$ cat config.mk
export PLATFORM = sky130hd
export DESIGN_NAME = tr_track
export DESIGN_NICKNAME = d
export VERILOG_FILES = /design/src/rtl/tr_pkg.sv /design/src/rtl/tr_step_gen.sv /design/src/rtl/tr_track.sv
export SDC_FILE = /design/constraint.sdc
export NUM_CORES = 1
export LEC_CHECK = 0
export CAP_MARGIN = 20
export CORE_ASPECT_RATIO = 1.4
export CORE_UTILIZATION = 30
export DETAILED_ROUTE_END_ITERATION = 8
export HOLD_SLACK_MARGIN = 0.08
export PLACE_DENSITY = 0.56
export SKIP_CTS_REPAIR_TIMING = 1
export SLEW_MARGIN = 5
export SYNTH_ARGS = -nofsm -noshare
export SYNTH_HDL_FRONTEND = slang
export SYNTH_SLANG_ARGS = --single-unit
$ cat constraint.sdc
create_clock -name clk -period 4.02 [get_ports clk]
set_clock_uncertainty 0.2 [all_clocks]
set_input_delay 0.402 -clock clk [delete_from_list [all_inputs] [get_ports clk]]
set_output_delay 0.402 -clock clk [all_outputs]
set_load 0.005 [all_outputs]
$ cat src/rtl/tr_pkg.sv
// Shared widths, reset values and error-zone classification for the
// tracking-mode stepper controller.
package tr_pkg;

   localparam int unsigned N_W            = 17;
   localparam int unsigned X_W            = 12;
   localparam logic [N_W-1:0] N_RST       = 17'h1FFFF;
   localparam int unsigned N_MIN_DEF      = 500;
   localparam int unsigned GAIN_SHIFT_DEF = 4;

   typedef enum logic [1:0] {
      ZONE_DEAD,
      ZONE_FULL,
      ZONE_PROP
   } zone_t;

   // Deadband wins over full speed; a collapsed band (dx2 <= dx1) means full speed.
   function automatic zone_t classify(input logic [X_W-1:0] a,
                                      input logic [X_W-1:0] dx1,
                                      input logic [X_W-1:0] dx2);
      zone_t z;
      if (a <= dx1)
         z = ZONE_DEAD;
      else if ((a >= dx2) || (dx2 <= dx1))
         z = ZONE_FULL;
      else
         z = ZONE_PROP;
      return z;
   endfunction

endpackage

$ cat src/rtl/tr_step_gen.sv
// Step pulse generator: one clk-wide drv_step every N trigger ticks while enabled.
import tr_pkg::*;

module tr_step_gen (
   input  logic           clk,
   input  logic           rst,
   input  logic           data_valid_trig,
   input  logic           in_drv_enable_SM,
   input  logic [N_W-1:0] N,
   output logic           drv_step
);

   logic [N_W-1:0] cnt;
   logic [N_W-1:0] n_m1;

   // N=0 behaves as N=1, so the terminal count never underflows.
   always_comb begin
      n_m1 = '0;
      if (N != '0)
         n_m1 = N - 1'b1;
   end

   always_ff @(posedge clk or negedge rst) begin
      if (!rst) begin
         cnt      <= '0;
         drv_step <= 1'b0;
      end else if (!in_drv_enable_SM) begin
         cnt      <= '0;
         drv_step <= 1'b0;
      end else if (data_valid_trig) begin
         if (cnt >= n_m1) begin
            cnt      <= '0;
            drv_step <= 1'b1;
         end else begin
            cnt      <= cnt + 1'b1;
            drv_step <= 1'b0;
         end
      end else begin
         drv_step <= 1'b0;
      end
   end

endmodule

$ cat src/rtl/tr_track.sv
// Tracking-mode stepper controller: two-stage error/period pipeline feeding
// the step pulse generator.
import tr_pkg::*;

module tr_track #(
   parameter int unsigned N_MIN      = N_MIN_DEF,
   parameter int unsigned GAIN_SHIFT = GAIN_SHIFT_DEF
) (
   input  logic           clk,
   input  logic           rst,
   input  logic           data_valid,
   input  logic           data_valid_trig,
   input  logic           tr_mode_enable,
   input  logic [X_W-1:0] x,
   input  logic [X_W-1:0] x0,
   input  logic [X_W-1:0] dx1,
   input  logic [X_W-1:0] dx2,
   output logic           drv_step,
   output logic           drv_dir,
   output logic           drv_enable_SM,
   output logic [N_W-1:0] N
);

   logic signed [X_W:0] e;
   logic [X_W-1:0]      a_c;
   logic                sign_c;
   logic                take;

   logic [X_W-1:0]      a_r;
   logic                sign_r;
   logic                v1;

   zone_t               zone;
   logic [X_W-1:0]      gap;
   logic [31:0]         n_wide;
   logic [N_W-1:0]      n_prop;

   assign take   = data_valid && tr_mode_enable;
   assign e      = $signed({1'b0, x}) - $signed({1'b0, x0});
   assign a_c    = e[X_W] ? X_W'(-e) : X_W'(e);
   assign sign_c = !e[X_W] && (e != '0);

   always_ff @(posedge clk or negedge rst) begin
      if (!rst) begin
         a_r    <= '0;
         sign_r <= 1'b0;
         v1     <= 1'b0;
      end else begin
         v1 <= take;
         if (take) begin
            a_r    <= a_c;
            sign_r <= sign_c;
         end
      end
   end

   // Proportional period computed 32 bits wide so saturation sees the true sum.
   always_comb begin
      zone   = classify(a_r, dx1, dx2);
      gap    = dx2 - a_r;
      n_wide = N_MIN + ({{(32-X_W){1'b0}}, gap} << GAIN_SHIFT);
      n_prop = N_RST;
      if (n_wide <= 32'(N_RST))
         n_prop = n_wide[N_W-1:0];
   end

   always_ff @(posedge clk or negedge rst) begin
      if (!rst) begin
         drv_enable_SM <= 1'b0;
         drv_dir       <= 1'b0;
         N             <= N_RST;
      end else if (!tr_mode_enable) begin
         drv_enable_SM <= 1'b0;
      end else if (v1) begin
         case (zone)
            ZONE_DEAD: drv_enable_SM <= 1'b0;
            ZONE_FULL: begin
               drv_enable_SM <= 1'b1;
               drv_dir       <= sign_r;
               N             <= N_W'(N_MIN);
            end
            default: begin
               drv_enable_SM <= 1'b1;
               drv_dir       <= sign_r;
               N             <= n_prop;
            end
         endcase
      end
   end

   tr_step_gen u_step (
      .clk              (clk),
      .rst              (rst),
      .data_valid_trig  (data_valid_trig),
      .in_drv_enable_SM (drv_enable_SM),
      .N                (N),
      .drv_step         (drv_step)
   );

endmodule

After elaboration in Yosys (flattened, before gate mapping)
Index checks and enable logic that the tools add are counted.
{ "totals": {"in_bits": 53, "ff_bits": 51, "output_inout_bits": 20} }
{ "classes": {"addsub": 6, "n_eq_ne": 3, "mux": 15, "n_lt_le_gt_ge": 5, "bitwise_logic": 1, "reduce_logical": 8} }
{ "ops": {"columns": ["operator", "count"], "rows": [
  ["17-bit 2-to-1 mux", 5],
  ["17-bit one-hot mux with 2 select lines", 1],
  ["12-bit <= comparator", 2],
  ["17-bit by 1-bit adder with 17-bit output, second input constant", 1],
  ["9-bit by 16-bit adder with 17-bit output, first input constant", 1],
  ["17-bit greater-or-equal comparator", 1],
  ["17-bit <= comparator, second input constant", 1],
  ["17-bit nonzero test", 1],
  ["17-bit by 1-bit subtractor with 17-bit output, second input constant", 1],
  ["13-bit nonzero test", 1],
  ["12-bit by 12-bit subtractor with 13-bit output", 1],
  ["12-bit greater-or-equal comparator", 1],
  ["12-bit 2-to-1 mux", 1],
  ["12-bit negation", 1],
  ["12-bit subtractor", 1],
  ["1-bit 2-to-1 mux", 6],
  ["2-bit 2-to-1 mux", 2],
  ["3-bit AND reduction", 1],
  ["2-bit by 1-bit equality test with 1-bit output, second input constant", 1],
  ["1-bit logical AND", 2],
  ["2-bit logical NOT", 1],
  ["2-bit by 1-bit inequality test with 1-bit output, second input constant", 1],
  ["2-bit inequality test, second input constant", 1],
  ["1-bit logical NOT", 1],
  ["other kinds (2)", 2]
]} }

Depth between registers and ports, before layout
Gate-level depths: netlist of the first run.
{ "depth": {"depth_word": 8, "mapped_depth": 12, "depth_no_buf": 12} }

Modules after synthesis
From an unflattened synthesis of the first run, not the netlist that was laid out.
{ "hier_totals": {"cells_unflattened": 623, "area_unflattened_um2": 5223.8} }
{ "modules_own_cells": {"columns": ["module", "cells_each", "area_each_um2", "instances", "seq_area_each_um2"], "rows": [
  ["tr_track", 406, 3415.8, 1, 768.2],
  ["tr_step_gen", 217, 1808.0, 1, 450.4]
]} }

Worst setup path before layout of the first run
OpenSTA, ideal clock, no wires.
{ "synth_timing": {"kind": "in2reg", "from": "input port x[0]", "to": "register a_r[11]", "path_buffers": 0, "t_arrival_ns": 2.844, "required_time_ns": 3.688, "setup_ns": 0.132, "stages": 12, "slack_ns": 0.844, "path_cell_list": "inv_1 > ha_1 > inv_1 > fa_1 > a211oi_2 > nor2_1 > xor2_1 > or3_1 > or4_1 > o31ai_2 > xnor2_1 > o21ai_1"} }
{ "synth_between": {"elab_chain_len": 3} }
{ "synth_rtl": {"columns": ["item", "line_no", "text"], "rows": [
  ["start, declared", "tr_track.sv:14", "input logic [X_W-1:0] x,"],
  ["12-bit by 12-bit subtractor with 13-bit output (*)", "tr_track.sv:39", "assign e = $signed({1'b0, x}) - $signed({1'b0, x0});"],
  ["12-bit negation", "tr_track.sv:40", "assign a_c = e[X_W] ? X_W'(-e) : X_W'(e);"],
  ["12-bit 2-to-1 mux (*)", "tr_track.sv:40", null],
  ["end signal, assigned", "tr_track.sv:45", "a_r <= '0;"],
  ["end signal, assigned", "tr_track.sv:51", "a_r <= a_c;"],
  ["end, declared", "tr_track.sv:29", "logic [X_W-1:0] a_r;"]
]} }
Mark *: on every way between the ends. The rest lies on a longest branch, timed or not.
A chain may end at the register's enable or synchronous reset.

Worst setup path after layout of the first run
{ "layout_timing": {"from": "input port x0[0]", "to": "register a_r[11]"} }
{ "layout_between": {"elab_chain_len": 3} }
{ "layout_rtl": {"columns": ["item", "line_no", "text"], "rows": [
  ["start, declared", "tr_track.sv:15", "input logic [X_W-1:0] x0,"],
  ["12-bit by 12-bit subtractor with 13-bit output (*)", "tr_track.sv:39", null],
  ["12-bit negation", "tr_track.sv:40", null],
  ["12-bit 2-to-1 mux (*)", "tr_track.sv:40", null]
]} }
Marks and branches as above.

==> metrics, run 1 <==
HP Class=reg -> reg; final setup vio count=0; FP Rows=53; clock latency at the later pin of the worst-skew pair=290 ps; top_reg_cell synth=dfrtp_1; RSZ-0062 raised after global routing=false; via count=roughly 4.2k; Power Density=429 nW/um^2; clk slew on worst S/H paths=60 ps; TritonCTS Sinks=48; total track usage=0.162; TNS Setup=0 ps; drt drc=0; P_int=1470 uW; detailed-route wire length per cell=15.0 microns; FF+latch count, synth=48; first-pass GRT wire length=20200 microns; worst path arrival time=3410 ps; largest net degree at the start of global routing=33; Yosys top cell by area=dfrtp_1; Worst setup EP type=register; Gate Count Post-Synth=553; Synth top area share=0.185; ratio of final minimum period to clock period=0.860; Slew Limit Fails=0; CP endpoint=a_r[11]; worst reg2reg path depth=10; Worst Path Class, Setup=in -> reg; CTS tree=done; Die X=107 microns; post-place setup slack=around 240 ps; H-tree depth=2; CTS root buf=clkbuf_16; IO Port Bufs=71; Net Sw Frac=0.398; NetSw=between 900 and 1000 uW; Iteration-0 DRC Markers=166; DIE AREA=15900 sq um; status=finished clean; drt pass-1 iters=6; starting density of the core=0.307; origin of the worst setup path=x0[0]; sequential area share after synthesis=0.264; Detail Route Antenna Nets=0; Syn Std Cell Area=4610 sq um; FF-to-FF setup slack=780 ps; vias in the first global route=4141; Peak Freq=0.289 GHz; post-route insts no fill=816; core area=15000 sq um; final wirelength=12300 microns; Ys Warns=0; final core occ=0.380; Die Height=149 microns; Vias per Instance=5.15; minimum clock period=3460 ps; Comb power frac=0.543; ys async rst share=1.00; final hold vios=0; end of the worst register-to-register path=N[14]; Lkg Pwr=0.00260 uW; crit path launch type=input pin; Netlist cell types=59; worst-case clock buffer depth=2; Peak VDD IR=0.000243 V; clock power share=0.174; Slew headroom=0.535; DP Cell Count=806; setup ws final=564 ps; DP HPWL=10200 microns; worst reg2reg startpoint=a_r[1]; GP Congestion=0.913; Synth Area per Inst=8.33 sq um; initial antenna violation count=0; worst slew pin tran=680 ps; Final nets=around 750; CP max FO=4; num ports=73; hold_ws=~290 ps; EDFF count, synth=0; Area growth, synth to finish=23.5%; number of diodes=0; gr ovfl total=0; CTS Buf Count=5; Seq pwr share=0.283; CP required=a little under 4000 ps; largest cells by area after synthesis=dfrtp_1, ha_1, dfstp_2; max-capacitance violation count=0; fraction of layout cells with a size suffix above 1=0.0577; Post-Syn Nets=675
[layout make-up]
class,count,area (sq um)
inverter,62,233
multi-input combinational,428,3090
fill,1583,9300
tap,192,240
timing repair buffer,78,758
clock buffer,6,139
sequential,48,1220
clock inverter,2,10.0
[flip-flops by register name, summed over array words and instances, names as in the netlist]
signal and flops:
drv_enable_SM 1, N 14, u_step.cnt 17, drv_dir 1, u_step.drv_step 1, v1 1, sign_r 1, a_r 12
[cell usage in the layout (no fill, tap or decap), types with 6 or more instances in the layout]
cell / n
xnor2_1: 23
nand2_1: 42
nand4_1: 10
and3_1: 12
nor3_1: 13
a21oi_1: 42
a31oi_1: 12
a21o_1: 12
dfstp_2: 14
o22ai_1: 8
dfrtp_1: 34
o21ai_1: 17
ha_1: 67
nand3_1: 21
nand2b_1: 16
a2111oi_0: 6
inv_1: 62
xor2_1: 15
o21ai_0: 7
clkdlybuf4s50_1: 70
nor2_1: 26
nor2b_1: 7
[metrics by stage]
stage	area (sq um)	total power [uW]
CTS	5670	2460
floorplan	4610	1560
detailed placement	5530	2030
global route	5690	2650
global placement	5530	1990
finish	5690	2440
[metal layers]
layer | routed length [microns] | global-route usage
met1 | 4960 | 0.173
met4 | 372 | 0.0692
met2 | 6480 | 0.309
met3 | 444 | 0.0254
met5 | 0 | 0
[worst min path at each step]
stage	from	end	slack (ps)	cells after the start
final	sign_r	drv_dir	290	2
after global routing	sign_r	drv_dir	300	2
after CTS	rst	u_step.cnt[13]	-60	1
after detailed placement	rst	a_r[8]	260	1
after global placement	rst	u_step.cnt[13]	250	1
after floorplan	rst	a_r[0]	-90	0
[worst max-delay path: stages]
cell,delay (ps)
clkdlybuf4s50_1,450
ha_1,140
inv_1,50
fa_1,410
a211oi_2,310
nor2_1,100
xor2_1,170
or3_1,370
or4_1,540
o31ai_2,240
xnor2_1,140
o21ai_1,70
[cell usage after synthesis (all sizes together), types with 5 or more instances]
master   number
ha           67
inv          62
a21oi        43
nand2        42
dfrtp        34
nor2         26
o21ai        24
xnor2        23
nand3        21
nand2b       16
xor2         15
dfstp        14
nor3         13
a21o         12
a31oi        12
and3         12
clkbuf       10
nand4        10
o22ai         8
nor2b         7
a2111oi       6
o31ai         6
a22oi         5
buf           5
o21a          5
[kinds of logic after synthesis]
group	count (synthesis)	share of synthesized area
AO/OA/AOI/OAI	150	0.215
XOR/XNOR	38	0.0722
adder cells (fa/ha/maj)	69	0.191
buffers and inverters	77	0.0657
flip-flops	48	0.264
multiplexers	1	0.00244
other	1	0.000814
AND/OR/NAND/NOR	169	0.189
[power groups by stage]
stage	combinational, uW	sequential, uW	clock (uW)
floorplan	872	686	0
global placement	1290	701	0
detailed placement	1330	702	0
CTS	1330	693	439
global route	1490	706	458
finish	1320	690	425
(Power assumes the default switching activity.)
==> inputs of run 2 (changes only) <==
- ABC_AREA: unset -> 0
- CORE_ASPECT_RATIO: 1.4 -> unset
==> metrics, run 2 (synthesized netlist as in run 1, its figures left out) <==
DP HPWL=just under 10000 microns; CP required=3970 ps; clk slew on worst S/H paths=around 70 ps; Iteration-0 DRC Markers=around 270; filler cell count=1516; CTS root buf=clkbuf_16; core area=14800 sq um; Final nets=approximately 750; fraction of layout cells with a size suffix above 1=0.0622; minimum clock period=approximately 3500 ps; clock latency at the later pin of the worst-skew pair=290 ps; Power Density=427 nW/um^2; Worst setup EP type=register; Peak Freq=0.286 GHz; Worst Path Class, Setup=in -> reg; Lkg Pwr=0.00262 uW; hold path depth=2; first-pass GRT wire length=19100 microns; IO Port Bufs=71; crit path launch type=input pin; worst-path cell chain=clkdlybuf4s50_1 > ha_1 > inv_1 > fa_1 > a211oi_2 > nor2_1 > xor2_1 > or3_1 > or4_1 > o31ai_2 > xnor2_1 > o21ai_1; CTS tree=done; detailed-route wire length per cell=14.2 microns; worst-case clock buffer depth=2; final hold vios=0; TNS Setup=0 ps; DIE AREA=15900 sq um; TritonCTS Sinks=48; status=finished clean; commonest non-fill, non-tap cells in the layout=clkdlybuf4s50_1, ha_1, inv_1, a21oi_1, nand2_1; HP Class=reg -> reg; Reg with most FFs=u_step.cnt; ratio of final minimum period to clock period=0.870; FP Rows=44; vias in the first global route=4068; end of the worst register-to-register path=N[16]; worst hold start=sign_r; Slew Limit Fails=0; number of diodes=0; Slew headroom=0.520; largest registers=u_step.cnt x17, N x14, a_r x12; hold_ws=about 290 ps; total track usage=0.145; hold path endpoint=drv_dir; CTS Buf Count=5; Die Height=126 microns; final setup vio count=0; Slowest cell on crit path=or4_1; max incr delay on CP=530 ps; drt pass-1 iters=4; worst reg2reg startpoint=a_r[1]; final wirelength=11500 microns; RSZ-0062 raised after global routing=false; Peak VDD IR=0.000176 V; via count=4202; drt drc=0; FF-to-FF setup slack=around 930 ps; H-tree depth=2; Die X=126 microns; DP Cell Count=roughly 800; GP Congestion=0.836; max-capacitance violation count=0; worst reg2reg path depth=9; final core occ=0.387; num ports=73; gr ovfl total=0; Area growth, synth to finish=23.8%; Vias per Instance=between 5 and 6; post-route insts no fill=811; max reg flops=17; starting density of the core=0.312; CP max FO=4; worst path arrival time=3440 ps; worst slew pin tran=719 ps; initial antenna violation count=0; most common cell after layout, fill and taps aside=clkdlybuf4s50_1; largest net degree at the start of global routing=32; Detail Route Antenna Nets=0
run 2: cell count changes in the layout (fill, tap and decap cells not counted), sizes merged:
cell / delta
clkinv: -1
buf: +2
clkbuf: +1
inv: +1
run 2: per-stage QoR:
step	cell area (sq um)	total power, uW	setup slack [ps]
4_1_cts	5690	2460	527
3_5_place_dp	5540	2010	228
2_1_floorplan	4610	1560	844
5_1_grt	5710	2640	387
3_3_place_gp	5540	1980	290
6_report	5710	2440	522
run 2: cell type report:
class                      count  area (sq um)  area share
clock buffer                   6           139      0.0243
timing repair buffer          81           781       0.137
sequential                    48          1220       0.214
clock inverter                 2          13.8     0.00241
tap                          184           230      0.0404
inverter                      62           233      0.0408
multi-input combinational    428          3090       0.542
run 2: how the worst max path moves through the flow:
stage	start	to	slack, ps	depth (start not counted)
6_report	x0[0]	a_r[11]	520	12
5_1_grt	x0[0]	a_r[11]	390	12
3_3_place_gp	x[0]	a_r[11]	290	13
2_1_floorplan	x[0]	a_r[11]	840	12
4_1_cts	x0[0]	a_r[11]	530	12
3_5_place_dp	x0[0]	a_r[11]	230	12
run 2: critical path, delay by kind of cell:
family	cells	cell delay [ps]
xor gates and xnor gates	2	320
buffers and inverters	2	520
adders and majority gates	2	570
AOI/OAI and AO/OA	3	640
and+or+nand+nor	3	1010
run 2: layer usage:
layer | GRT usage | share of wire | vias to the layer above
met3 | 0.0149 | 0.031 | 16
met2 | 0.263 | 0.49 | 95
met4 | 0.0369 | 0.018 | 0
li1 | - | - | 2147
met5 | 0 | 0 | -
met1 | 0.182 | 0.46 | 1944
run 2: power breakdown:
group,leakage [uW],internal [uW],switching [uW],total [uW]
logic,0.00195,617,690,1310
registers,0.000596,619,79.1,698
clock network,0.0000772,249,185,434
total,0.00262,1480,954,2440
==> inputs of run 3 (changes only) <==
==> constraint.sdc (replaced) <==
create_clock -name clk -period 4.02 [get_ports clk]
set_clock_uncertainty 0.2 [all_clocks]
set_input_delay 0.402 -clock clk [delete_from_list [all_inputs] [get_ports clk]]
set_output_delay 0.402 -clock clk [all_outputs]
set_load 0.05 [all_outputs]
==> results of run 3 <==
The final DEF is identical to that of run 2. Status: finished clean.
Among the figures that moved: total power 2440 uW -> 2680 uW; worst IR drop on VDD 0.000176 V -> 0.000247 V
